<file path="config.mk">
export PLATFORM = sky130hd
export DESIGN_NAME = pipe_stage_skid
export DESIGN_NICKNAME = d
export VERILOG_FILES = /design/src/rtl/pipe_stage_skid.sv
export SDC_FILE = /design/constraint.sdc
export NUM_CORES = 1
export LEC_CHECK = 0
export ABC_AREA = 1
export CELL_PAD_IN_SITES_DETAIL_PLACEMENT = 2
export CELL_PAD_IN_SITES_GLOBAL_PLACEMENT = 2
export CORE_MARGIN = 1.5
export CORE_UTILIZATION = 24
export CTS_CLUSTER_DIAMETER = 30
export DETAILED_ROUTE_END_ITERATION = 16
export PLACE_DENSITY_LB_ADDON = 0.1
export SYNTH_ARGS = -nofsm -noshare
export SYNTH_HDL_FRONTEND = slang
export SYNTH_SLANG_ARGS = --single-unit
</file>
<file path="constraint.sdc">
create_clock -name clk -period 1.5 [get_ports clk]
set_input_delay 0.3 -clock clk [delete_from_list [all_inputs] [get_ports clk]]
set_output_delay 0.3 -clock clk [all_outputs]
set_load 0.02 [all_outputs]
</file>
<file path="src/rtl/pipe_stage_skid.sv">
// pipe_stage_skid: parametrised 2-entry skid pipeline register with flush and exception fence
module pipe_stage_skid #(
  parameter int NUM_FIELDS = 7,
  parameter int FIELD_W    = 32,
  parameter int EXC_W      = 5,
  parameter bit EXC_FENCE  = 1'b1
) (
  input  logic                          clk,
  input  logic                          reset,
  input  logic                          flush,
  input  logic                          in_valid,
  output logic                          in_ready,
  input  logic [NUM_FIELDS*FIELD_W-1:0] in_data,
  input  logic [EXC_W-1:0]              in_exc,
  input  logic                          in_bd,
  output logic                          out_valid,
  input  logic                          out_ready,
  output logic [NUM_FIELDS*FIELD_W-1:0] out_data,
  output logic [EXC_W-1:0]              out_exc,
  output logic                          out_bd,
  output logic [1:0]                    occupancy
);
  localparam int DW = NUM_FIELDS*FIELD_W;
  typedef enum logic [1:0] {S_EMPTY = 2'd0, S_ONE = 2'd1, S_TWO = 2'd2} state_t;
  state_t          r_state, w_next;
  logic [DW-1:0]   r_main_data, r_skid_data;
  logic [EXC_W-1:0] r_main_exc, r_skid_exc;
  logic            r_main_bd, r_skid_bd, r_fence;
  logic            w_push, w_pop;
  assign in_ready  = (r_state != S_TWO) & ~r_fence;
  assign out_valid = r_state != S_EMPTY;
  assign occupancy = r_state;
  assign w_push    = in_valid & in_ready & ~flush;
  assign w_pop     = out_valid & out_ready;
  // stale main contents are masked so bubbles always read as zero (NOP)
  assign out_data  = out_valid ? r_main_data : '0;
  assign out_exc   = out_valid ? r_main_exc : '0;
  assign out_bd    = out_valid & r_main_bd;
  always_ff @(posedge clk)
    r_state <= reset ? S_EMPTY : w_next;
  always_comb begin
    w_next = r_state;
    case (r_state)
      S_EMPTY: w_next = w_push ? S_ONE : S_EMPTY;
      S_ONE:   w_next = (w_push & ~w_pop) ? S_TWO : (w_pop & ~w_push) ? S_EMPTY : S_ONE;
      S_TWO:   w_next = w_pop ? S_ONE : S_TWO;
      default: w_next = S_EMPTY;
    endcase
    if (flush) w_next = S_EMPTY;
  end
  always_ff @(posedge clk) begin
    if (reset) begin
      r_main_data <= '0;
      r_main_exc  <= '0;
      r_main_bd   <= 1'b0;
      r_skid_data <= '0;
      r_skid_exc  <= '0;
      r_skid_bd   <= 1'b0;
      r_fence     <= 1'b0;
    end else if (flush) begin
      r_fence <= 1'b0;
    end else begin
      if (w_push && (r_state == S_EMPTY || w_pop)) begin
        r_main_data <= in_data;
        r_main_exc  <= in_exc;
        r_main_bd   <= in_bd;
      end else if (w_pop && r_state == S_TWO) begin
        r_main_data <= r_skid_data;
        r_main_exc  <= r_skid_exc;
        r_main_bd   <= r_skid_bd;
      end
      if (w_push && r_state == S_ONE && !w_pop) begin
        r_skid_data <= in_data;
        r_skid_exc  <= in_exc;
        r_skid_bd   <= in_bd;
      end
      if (EXC_FENCE && w_push && in_exc != '0) r_fence <= 1'b1;
    end
  end
endmodule
</file>
# == Yosys cells after proc, flatten, opt, wreduce, memory -nomap -nowiden ==
# Cells that the tools add are included.
# Widths: inputs -> output; s select.
# op_classes
eq_ne,3
n_mux,13
bitwise_logic,11
n_reduce_logical,14
# ops
cell,n
$mux 224,3
$mux 5,3
$and 1x1->1,7
$pmux 2 s3,1
$logic_and 1x1->1,5
$reduce_bool 5->1,1
$mux 1,4
$mux 2,2
$not 1->1,4
$reduce_and 2->1,2
$reduce_bool 2->1,2
$eq 2x1->1 const B,1
$eq 2x2->1 const B,1
$logic_not 2->1,1
$ne 2x2->1 const B,1
$reduce_or 2->1,1
$logic_not 1->1,1
$logic_or 1x1->1,1
# word_totals
reg_bits,463
input_bits,235
out_inout_bits,234
elab_cells,49

# == Longest topological paths before layout ==
# Gate-level depths: netlist (run 1).
# logic_depth
depth_word,9
mapped_depth,11
mapped_depth_nobuf,9

# == Worst setup path after synthesis (run 1) ==
# OpenSTA, ideal clock, no wires.
# synth_timing
path_type,reg-to-output
startpoint,"reg r_state[1], in the netlist occupancy[1]"
endpoint,out out_data[137]
arrival_time_ps,1567
required_time_ps,1200
slack_ps,-367
path_stages_with_launch,7
path_buffers,2
cell_sequence,dfxtp_1 -> inv_2 -> nand2_2 -> clkinv_1 -> clkbuf_1 -> clkbuf_1 -> nor2_1
# synth_via
elab_chain_cells,2
# synth_rtl
element,line,source
start: declaration,25,"state_t r_state, w_next;"
start signal: assignment,40,r_state <= reset ? S_EMPTY : w_next;
$reduce_bool 2->1,31,assign out_valid = r_state != S_EMPTY;
net out_valid,16,"output logic out_valid,"
$mux 224,36,assign out_data = out_valid ? r_main_data : '0;
end: declaration,18,"output logic [NUM_FIELDS*FIELD_W-1:0] out_data,"
# The timed path passes the listed nets, and every way through them passes these cells.

# == Worst setup path in the final report (run 1) ==
# layout_timing
startpoint,"reg r_state[1], in the netlist occupancy[1]"
endpoint,out out_data[135]
# layout_via
elab_chain_cells,2
# layout_rtl
element,line
$reduce_bool 2->1,31
$mux 224,36
# Every way passes these cells.

==> results by group, run 1 <==
Worst setup path
  – Critical path endpoint category: output port
  – CP max FO: 37
  – Worst Path Arrival: 1.97 ns
  – Critical path type: flop to output port
  – Critical Path RT: between 1 and 1.5 ns
  – Reg2Reg Depth: 12
  – CP Launch Type: flop

Power
  – Internal power: between 30 and 40 mW
  – Combinational share of power: slightly above 8%
  – Lkg Pwr: 16.44 nW
  – Register share of total power: 26.2%
  – Switching part of the total power: about 23%
  – NetSw: 11.36 mW
  – P per Cell Area: roughly 1400 mW/mm^2
  – Clock power frac: between 60% and 70%
  – Peak supply drop: 974.0 uV
  – Total Power: 49.06 mW

Clock tree
  – CTS buffer count: 163
  – CTS tree: built
  – CTS root buf: clkbuf_16
  – Clock transition at path regs: 0.04 ns
  – Clock Path Buffers: 3
  – CTS H-tree depth: 4
  – Clock latency on the worst-skew pair: roughly 0.7 ns
  – Sink Count: around 460
  – Hold buffers post-CTS: 0

STA
  – Tcrit/Tclk final: 151.6%
  – Min Tclk post-route: 2.274 ns
  – RSZ-0062 raised after global routing: true
  – Slew headroom: 81.88%
  – Fmax achieved: 439.8 MHz
  – Max Slew Vio Count: 0
  – Final setup fails: 692
  – TNS Setup: -252.24 ns
  – Setup ws final: -0.7738 ns
  – Fin Clk Skew: between 0.015 and 0.02 ns
  – Worst Tran Pin Value: 0.2718 ns
  – Final hold violations: 0

Logic synthesis
  – Post-Synth Adder-Cell Area: less than 1%
  – Synth warnings: 0
  – Primary FF master, synth: dfxtp_1
  – Synth Area in Compound Gates: 10.68%
  – Simple-gate share of the synthesized area: between 30% and 40%
  – Post-synthesis cell type count: 23
  – Async S/R FF share, synth: 0%
  – Synthesized-area fraction occupied by xor and xnor cells: 0%
  – Largest family of logic cells by synthesized area: simple AND/OR/NAND/NOR gates
  – Post-synth EDFFs: 0
  – Sequential-to-total area share from yosys stat: 42.53%
  – Post-synthesis mux area share: 0%
  – Synth Net Count: about 3700
  – FF+latch count, synth: 463
  – Syn Inst Count: between 3000 and 4000
  – Mapped cell area: between 0.02 and 0.025 mm^2
  – Mapped Avg Cell Area: 6.207 um^2

Final layout
  – Area delta synth->final: 61.85%
  – Final instance area: 0.03527 mm^2
  – Layout cells sized above 1: 19.46%
  – Commonest non-fill, non-tap cell in the layout: nand2_1
  – Most frequent cells in the layout: nand2_1 (933), nor2_1 (559), inv_1 (464)
  – Net count reported at finish: 4344

Drt
  – DR vias: 24080
  – Number of remaining DRC errors: 0
  – DR pass1 iterations: 4
  – Via/cell ratio: 4.451
  – DRT iter0 DRCs: roughly 800
  – Final Routed Wirelength: 95580 um
  – Routed len/inst: 17.67 um
  – Final ANT Viol Nets: 0

Job
  – Max_cap viols: 0

Die
  – Die Y: around 300 um
  – IO Pins: 469
  – # rows: between 100 and 150
  – Initial Utilization: 24.21%
  – DIE WIDTH: a little over 300 um
  – Core ar.: ~0.09 mm^2
  – Die ar.: about 0.09 mm^2

Global route
  – Initial antenna violation count: 10
  – GRT Util Overall: about a fifth
  – First-pass GRT wire length: 147600 um
  – Largest net degree at the start of global routing: 50
  – Total congestion overflow: 0
  – Vias in the first global route: 26230

Outcome
  – Failing checks: negative setup slack
  – Outcome: finished with violations

Placed design
  – Port Buffers: approximately 470
  – Dpl cell area: 0.03002 mm^2
  – Dpl hpwl: 65780 um
  – Placer Congestion: 0.7660

Hold path
  – Hold Crit Class: input pin to flop
  – Worst Hold Path Cells: 3
[critical path, cell delays in order, from the launching register on]
cell	delay [ns]
dfxtp_4	0.35
inv_4	0.08
nand2_8	0.07
clkinv_8	0.09
buf_12	0.26
nor2_1	0.06
dlygate4sd2_1	0.33
[cell type report]
type / count / area (um^2)
repair inverters: 1 / 20.02
fillers: 10490 / 54740
flip-flops and latches: 463 / 9276
clock buffers: 256 / 4946
clock inverters: 31 / 345.3
inverters: 470 / 1789
multi-input cells: 2327 / 10410
well taps: 1176 / 1471
repair buffers: 682 / 7005
diodes: 3 / 7.507
[cell usage after synthesis, types with 2 or more instances]
library cell	number	area, um^2
a21oi_1	232	1161
inv_1	465	1745
nand2_1	934	3506
nor2_1	691	2594
dfxtp_1	463	9269
nand2_2	2	12.51
buf_4	12	90.09
nand3_1	230	1151
buf_1	10	37.54
buf_2	82	410.4
o21ai_0	230	1151
inv_2	4	15.01
buf_6	3	33.78
clkbuf_1	144	540.5
[per-layer routing]
metal / vias up / global-route usage [%] / routed length (um)
li1: 11880 / - / -
met1: 11520 / 23.75 / 41100
met2: 470 / 34.35 / 46540
met3: 192 / 5.112 / 4411
met4: 14 / 8.977 / 3424
met5: - / 0 / 102
[metrics by stage]
step / std cells / hold slack (ns) / worst slack (ns) / utilization, %
global placement: 5101 / 0.4298 / -0.5920 / 33.35
floorplan: 3511 / 0.4237 / -0.1349 / -
finish: 5409 / 0.2696 / -0.7738 / 39.19
global route: 5408 / 0.2412 / -0.8810 / 39.18
detailed placement: 5101 / 0.4371 / -0.6133 / 33.35
CTS: 5388 / 0.2107 / -0.8954 / 38.97
[power by group through the flow]
stage / Clock, mW / Combinational (mW) / Sequential [mW]
final: 32.1 / 4.08 / 12.9
after global placement: 0 / 3.96 / 13.0
after detailed placement: 0 / 4.01 / 13.1
after CTS: 32.8 / 4.06 / 12.9
after floorplan: 0 / 1.99 / 13.0
after global routing: 33.7 / 4.53 / 12.9
[path summary, 6_finish.rpt]
path / start / endpoint / slack [ns]
hold reg to reg: r_skid_exc[2]$_SDFFE_PP0P_ / r_skid_exc[2]$_SDFFE_PP0P_ / 0.44
setup / recovery: occupancy[1]$_SDFF_PP0_ / out_data[135] / -0.77
hold / removal: in_data[116] / r_skid_data[116]$_SDFFE_PP0P_ / 0.27
setup reg to reg: occupancy[0]$_SDFF_PP0_ / r_main_data[46]$_SDFFE_PP0P_ / -0.36
[timing repair]
| action | 4_1_cts | 5_1_grt |
|---|---|---|
| setup endpoints to repair | 692 | 697 |
| gates resized for setup | 700 | 342 |
| buffers inserted | 0 | 9 |
| pin swaps | 0 | 1 |
| cloned | 0 | 9 |
[state kept, by name, summed over array words and instances (netlist names)]
register     cells
r_main_data    224
r_skid_data    224
r_main_exc       5
r_skid_exc       5
occupancy        2
r_fence          1
r_main_bd        1
r_skid_bd        1
[cells by family (layout without fill, tap and decap cells)]
logic type | after synthesis | in the layout
simple gates | 1862 | 1862
other cells | 0 | 3
flops | 463 | 463
fa+ha+maj | 1 | 1
buf+inv | 721 | 1440
compound gates | 464 | 464
Power figures use the tool's default switching activity.
==> run 2, diff against run 1 <==
- GPL_ROUTABILITY_DRIVEN: not set -> 0
==> results of run 2 <==
The final DEF is identical to that of run 1; final timing and power are the same.
